$ cat src/rtl/bf_pkg.sv
// Shared types and constants for the Blowfish Feistel engine.
package bf_pkg;

    localparam int unsigned BLOCK_W = 64;
    localparam int unsigned WORD_W  = 32;

    localparam int unsigned S0_OFF = 0;
    localparam int unsigned S1_OFF = 256;
    localparam int unsigned S2_OFF = 512;
    localparam int unsigned S3_OFF = 768;

    typedef enum logic [2:0] {
        ST_IDLE,
        ST_SB01,
        ST_SB23,
        ST_MIX,
        ST_FIN,
        ST_DONE
    } bf_state_t;

endpackage

$ cat src/rtl/bf_feistel_engine_addr_gen.sv
// SRAM address and chip-select generation for the Feistel engine; purely combinational.
module bf_addr_gen
    import bf_pkg::*;
#(
    parameter int unsigned ROUNDS = 16,
    parameter int unsigned ADDR_W = 12,
    parameter int unsigned S_BASE = 0,
    parameter int unsigned P_BASE = 4000,
    parameter int unsigned RND_W  = 4
) (
    input  bf_state_t          state,
    input  logic               accept,
    input  logic               mode_sel,
    input  logic               last_round,
    input  logic [15:0]        lx_hi,
    input  logic [15:0]        l_lo,
    input  logic [RND_W-1:0]   round,
    output logic [ADDR_W-1:0]  addr_a,
    output logic [ADDR_W-1:0]  addr_b,
    output logic               cs_a_l,
    output logic               cs_b_l
);

    // Decrypt walks the P-array from the top end.
    function automatic logic [ADDR_W-1:0] p_addr(input logic [31:0] k, input logic m);
        logic [31:0] idx;
        idx = m ? (32'(ROUNDS) + 32'd1 - k) : k;
        return ADDR_W'(32'(P_BASE) + idx);
    endfunction

    function automatic logic [ADDR_W-1:0] s_addr(input logic [31:0] off, input logic [7:0] b);
        return ADDR_W'(32'(S_BASE) + off + 32'(b));
    endfunction

    always_comb begin
        addr_a = '0;
        addr_b = '0;
        cs_a_l = 1'b1;
        cs_b_l = 1'b1;
        case (state)
            ST_IDLE, ST_DONE: begin
                if (accept) begin
                    cs_a_l = 1'b0;
                    addr_a = p_addr(32'd0, mode_sel);
                end
            end
            ST_SB01: begin
                cs_a_l = 1'b0;
                cs_b_l = 1'b0;
                addr_a = s_addr(32'(S0_OFF), lx_hi[15:8]);
                addr_b = s_addr(32'(S1_OFF), lx_hi[7:0]);
            end
            ST_SB23: begin
                cs_a_l = 1'b0;
                cs_b_l = 1'b0;
                addr_a = s_addr(32'(S2_OFF), l_lo[15:8]);
                addr_b = s_addr(32'(S3_OFF), l_lo[7:0]);
            end
            ST_MIX: begin
                cs_a_l = 1'b0;
                if (!last_round) begin
                    addr_a = p_addr(32'(round) + 32'd1, mode_sel);
                end else begin
                    cs_b_l = 1'b0;
                    addr_a = p_addr(32'(ROUNDS) + 32'd1, mode_sel);
                    addr_b = p_addr(32'(ROUNDS), mode_sel);
                end
            end
            default: ;
        endcase
    end

endmodule

$ cat src/rtl/bf_feistel_engine.sv
// Blowfish Feistel datapath: one 64-bit block per transaction, 3 cycles per round,
// S-boxes and P-array read from two 1-cycle-latency read-only SRAM channels.
module bf_feistel_engine
    import bf_pkg::*;
#(
    parameter int unsigned ROUNDS = 16,
    parameter int unsigned ADDR_W = 12,
    parameter int unsigned S_BASE = 0,
    parameter int unsigned P_BASE = 4000
) (
    input  logic                clk,
    input  logic                reset,
    input  logic                in_valid,
    output logic                in_ready,
    input  logic [BLOCK_W-1:0]  in_data,
    input  logic                mode,
    output logic                out_valid,
    input  logic                out_ready,
    output logic [BLOCK_W-1:0]  out_data,
    output logic [ADDR_W-1:0]   addr_a,
    output logic [ADDR_W-1:0]   addr_b,
    output logic                cs_a_l,
    output logic                cs_b_l,
    output logic                oe_a_l,
    output logic                oe_b_l,
    output logic                we_a_l,
    output logic                we_b_l,
    input  logic [WORD_W-1:0]   data_a,
    input  logic [WORD_W-1:0]   data_b
);

    localparam int unsigned RND_W = $clog2(ROUNDS);

    bf_state_t          state;
    logic [WORD_W-1:0]  l_r;
    logic [WORD_W-1:0]  r_r;
    logic [WORD_W-1:0]  f_r;
    logic [RND_W-1:0]   round;
    logic               mode_r;

    logic               accept;
    logic               last_round;
    logic               mode_sel;
    logic [WORD_W-1:0]  lx;

    assign in_ready   = !reset && ((state == ST_IDLE) || ((state == ST_DONE) && out_ready));
    assign accept     = in_valid && in_ready;
    assign last_round = (round == RND_W'(ROUNDS - 1));
    // The first P fetch is issued on the accept edge, before mode is latched.
    assign mode_sel   = accept ? mode : mode_r;
    assign lx         = l_r ^ data_a;

    assign oe_a_l = 1'b0;
    assign oe_b_l = 1'b0;
    assign we_a_l = 1'b1;
    assign we_b_l = 1'b1;

    bf_addr_gen #(
        .ROUNDS (ROUNDS),
        .ADDR_W (ADDR_W),
        .S_BASE (S_BASE),
        .P_BASE (P_BASE),
        .RND_W  (RND_W)
    ) u_addr_gen (
        .state      (state),
        .accept     (accept),
        .mode_sel   (mode_sel),
        .last_round (last_round),
        .lx_hi      (lx[31:16]),
        .l_lo       (l_r[15:0]),
        .round      (round),
        .addr_a     (addr_a),
        .addr_b     (addr_b),
        .cs_a_l     (cs_a_l),
        .cs_b_l     (cs_b_l)
    );

    always_ff @(posedge clk or posedge reset) begin
        if (reset) begin
            state     <= ST_IDLE;
            l_r       <= '0;
            r_r       <= '0;
            f_r       <= '0;
            round     <= '0;
            mode_r    <= 1'b0;
            out_valid <= 1'b0;
            out_data  <= '0;
        end else begin
            case (state)
                ST_IDLE, ST_DONE: begin
                    if (state == ST_DONE && out_ready) begin
                        out_valid <= 1'b0;
                        state     <= ST_IDLE;
                    end
                    if (accept) begin
                        l_r    <= in_data[63:32];
                        r_r    <= in_data[31:0];
                        mode_r <= mode;
                        round  <= '0;
                        state  <= ST_SB01;
                    end
                end
                ST_SB01: begin
                    l_r   <= lx;
                    state <= ST_SB23;
                end
                ST_SB23: begin
                    f_r   <= data_a + data_b;
                    state <= ST_MIX;
                end
                ST_MIX: begin
                    l_r <= r_r ^ ((f_r ^ data_a) + data_b);
                    r_r <= l_r;
                    if (!last_round) begin
                        round <= round + RND_W'(1);
                        state <= ST_SB01;
                    end else begin
                        state <= ST_FIN;
                    end
                end
                ST_FIN: begin
                    // Final swap is undone by crossing R/L into the output halves.
                    out_data  <= {r_r ^ data_a, l_r ^ data_b};
                    out_valid <= 1'b1;
                    state     <= ST_DONE;
                end
                default: state <= ST_IDLE;
            endcase
        end
    end

endmodule

$ cat config.mk
export PLATFORM = sky130hd
export DESIGN_NAME = bf_feistel_engine
export DESIGN_NICKNAME = d
export VERILOG_FILES = /design/src/rtl/bf_pkg.sv /design/src/rtl/bf_feistel_engine_addr_gen.sv /design/src/rtl/bf_feistel_engine.sv
export SDC_FILE = /design/constraint.sdc
export NUM_CORES = 1
export LEC_CHECK = 0
export ABC_AREA = 1
export CAP_MARGIN = 10
export CORE_MARGIN = 3
export CORE_UTILIZATION = 55
export DETAILED_ROUTE_END_ITERATION = 12
export PLACE_DENSITY = 0.83
export SYNTH_ARGS = -nofsm -noshare
export SYNTH_HDL_FRONTEND = slang
export SYNTH_HIERARCHICAL = 1
export SYNTH_SLANG_ARGS = --single-unit
$ cat constraint.sdc
create_clock -name clk -period 9.57 [get_ports clk]
set_input_delay 1.914 -clock clk [delete_from_list [all_inputs] [get_ports clk]]
set_output_delay 1.914 -clock clk [all_outputs]
set_load 0.03 [all_outputs]
==> results.toml <==
[status]
status = "finished clean"

[pwr]
powerDensity_nw_per_um2 = 359
peakVddDrop_mv = 0.170
total_leakage_power_uw = 0.00800

[synthesis]
synth_mux_area_share_pct = 0
synth_area_sq_um = 13200
synth_xor_area_share_pct = 11.6
synth_area_per_cell_sq_um = 6.92
syn_inst = 1913
synth_top_family_by_area = "simple AND/OR/NAND/NOR gates"
synth_compound_area_share_pct = 12.3
ys_seq_area_share_pct = 31.9
yosysWarnings = 6
async_flop_share_pct = 100
ys_seq_elements = 169
synth_flop_cell = "dfrtp_1"
synth-simple-area-share_pct = 29.5
ys_types = 42
synth_adder_area_share_pct = 6.92
synth-edff-count = 0

[clock_network]
cts_max_path_buffers = 2
numCtsBuffers = 17
cts.sinks = 169
tritoncts = "built"
ctsResizeCount = 0
cts-root-buf = "clkbuf_16"
hold_buffers = 0
cts_setup_buffers = 0
path_clk_slew_ns = 0.07
htree_levels = 4
clock_latency_ns = 0.45

[sta]
hold_violations = 0
finalSetupViolCount = 0
period_share_pct = 73.6
slew_headroom_pct = 17.3
fin_ws_ns = 2.53
holdWs_ns = 0.482
period_minus_slack_ns = 7.04
tns_ns = 0
maxSlewViolCount = 0
maxClockFrequency_mhz = 142
tightest_slew_ns = 1.24
grt_setup_unrepaired = "false"
skew_ns = 0.0195

[worst_setup_path]
crit_required_ns = 7.66
startpoint_type = "primary input"
r2r_start = "state[0]"
crit_path_end_kind = "output pin"
critPathKind = "in2out"
worstPathMaxFanout = 65
cp.arrival_ns = 5.13
rrSetupSlack_ns = 5.66
reg2regPathDepth = 7
r2r-end = "l_r[31]"

[floorplanning]
die_w_microns = 161
rows = 56
dieArea_sq_um = 26000
ios = 229
die_h_microns = 161
core_area_sq_um = 23500
start_util_pct = 56.3

[route]
drc = 0
viasPerCell = 5.81
vias = 14200
first_pass_iters = 6
drt_iter0_markers = 1588
avgRoutedWirePerCell_microns = 20.7
totalWireLength_mm = 50.6
ant_nets = 0

[cells_and_area]
fin_area_sq_um = 16300
final_cell_mix = "587 x nand2_1, 224 x clkdlybuf4s50_1, 188 x inv_1, 181 x nor2_1, 169 x dfrtp_1"
fin_util_pct = 69.2
final_common_cell = "nand2_1"
finalNetCount = 2313
drive_above_1_share_pct = 3.35
area_delta_synth_final_pct = 22.9

[hold_path]
hp-start = "mode_r"
hold_path_depth = 2
worstHoldEndpoint = "mode_r"
min_path_type = "reg2reg"

[global_routing]
track_usage_pct = 38.0
grt-ovfl-total = 0
grt_pass1_vias = 13400
antenna_found_initial = 1
grt_pass1_wl_mm = 76.2
grt_max_degree = 131

[place]
io_buffers = 224
gp_congestion = 0.958
pre_cts_ws_ns = 2.56
dp_hpwl_mm = 39.2
dpl-instance-area_sq_um = 15700

[run]
cap_violations = 0
worst max-delay path, cell delays in order:
cell and delay [ns]:
clkdlybuf4s50_1 0.56, inv_6 0.22, nand3_2 0.14, buf_4 0.49, inv_1 0.19, nand2_1 0.12, nand2_1 0.13, inv_1 0.21
nor2_1 0.09, nand3b_1 0.16, nand2_1 0.07, nand2_1 0.05, nand3_1 0.09, clkdlybuf4s50_1 0.68
per-layer routing:
metal  share of wire, %  up-vias  track usage, %
met5                  0        -               0
met4                2.8        0            10.7
met3                 12       98            7.85
met2                 45      890            59.9
met1                 41     6665            53.4
li1                   -     6541               -
cells by family (layout without fill, tap and decap cells):
| family | Yosys count | in the layout |
|---|---|---|
| fa+ha+maj | 72 | 72 |
| xor+xnor | 175 | 175 |
| compound gates | 291 | 291 |
| buf+inv | 255 | 461 |
| other cells | 2 | 5 |
| flops | 169 | 169 |
| simple gates | 949 | 949 |
worst max-delay path by stage:
stage,endpoint,startpoint
6_report,addr_a[3],reset
5_1_grt,addr_a[3],reset
4_1_cts,addr_a[3],reset
3_5_place_dp,addr_a[3],reset
3_3_place_gp,addr_a[3],reset
2_1_floorplan,addr_a[3],reset
final cells by class:
type                    count  area, sq um
multi-input cells        1491         8010
fillers                  2043         7260
flip-flops and latches    169         4230
repair buffers            230         2290
inverters                 199          753
clock buffers              17          425
well taps                 319          399
clock inverters            15          175
diodes                      1         2.50
Yosys cell counts (all sizes together), types with 3 or more instances:
cell | count | share of area (%)
a21o | 6 | 0.34
a21oi | 79 | 3.0
a221oi | 4 | 0.26
a22o | 7 | 0.46
a31oi | 3 | 0.14
buf | 29 | 1.4
clkbuf | 27 | 0.77
dfrtp | 169 | 32
ha | 70 | 6.6
inv | 199 | 5.6
nand2 | 592 | 17
nand3 | 117 | 4.5
nand3b | 11 | 0.62
nand4 | 12 | 0.57
nor2 | 187 | 5.6
nor3 | 21 | 0.83
o211ai | 3 | 0.17
o21ai | 135 | 5.1
o21bai | 5 | 0.28
o221ai | 5 | 0.33
o22ai | 34 | 1.6
o31ai | 3 | 0.17
or2 | 6 | 0.28
xnor2 | 95 | 6.3
xor2 | 80 | 5.3
stage by stage:
step | power (uW) | instances
after floorplan | 3780 | 1915
after global placement | 4920 | 2408
after detailed placement | 5010 | 2408
after CTS | 5760 | 2440
after global routing | 6200 | 2440
final | 5840 | 2441
sequential cells by signal (all words and copies together) (netlist names):
| signal | flops |
|---|---|
| round | 4 |
| state | 3 |
| out_data | 64 |
| r_r | 32 |
| f_r | 32 |
| l_r | 32 |
| mode_r | 1 |
| out_valid | 1 |
power by group:
part           total (uW)  internal, uW  leakage [uW]  switching, uW
clock network         726           374      0.000292            352
logic                3630          1320       0.00568           2310
registers            1490          1080       0.00203            410
Note: power is estimated with default switching activity, not from simulation.
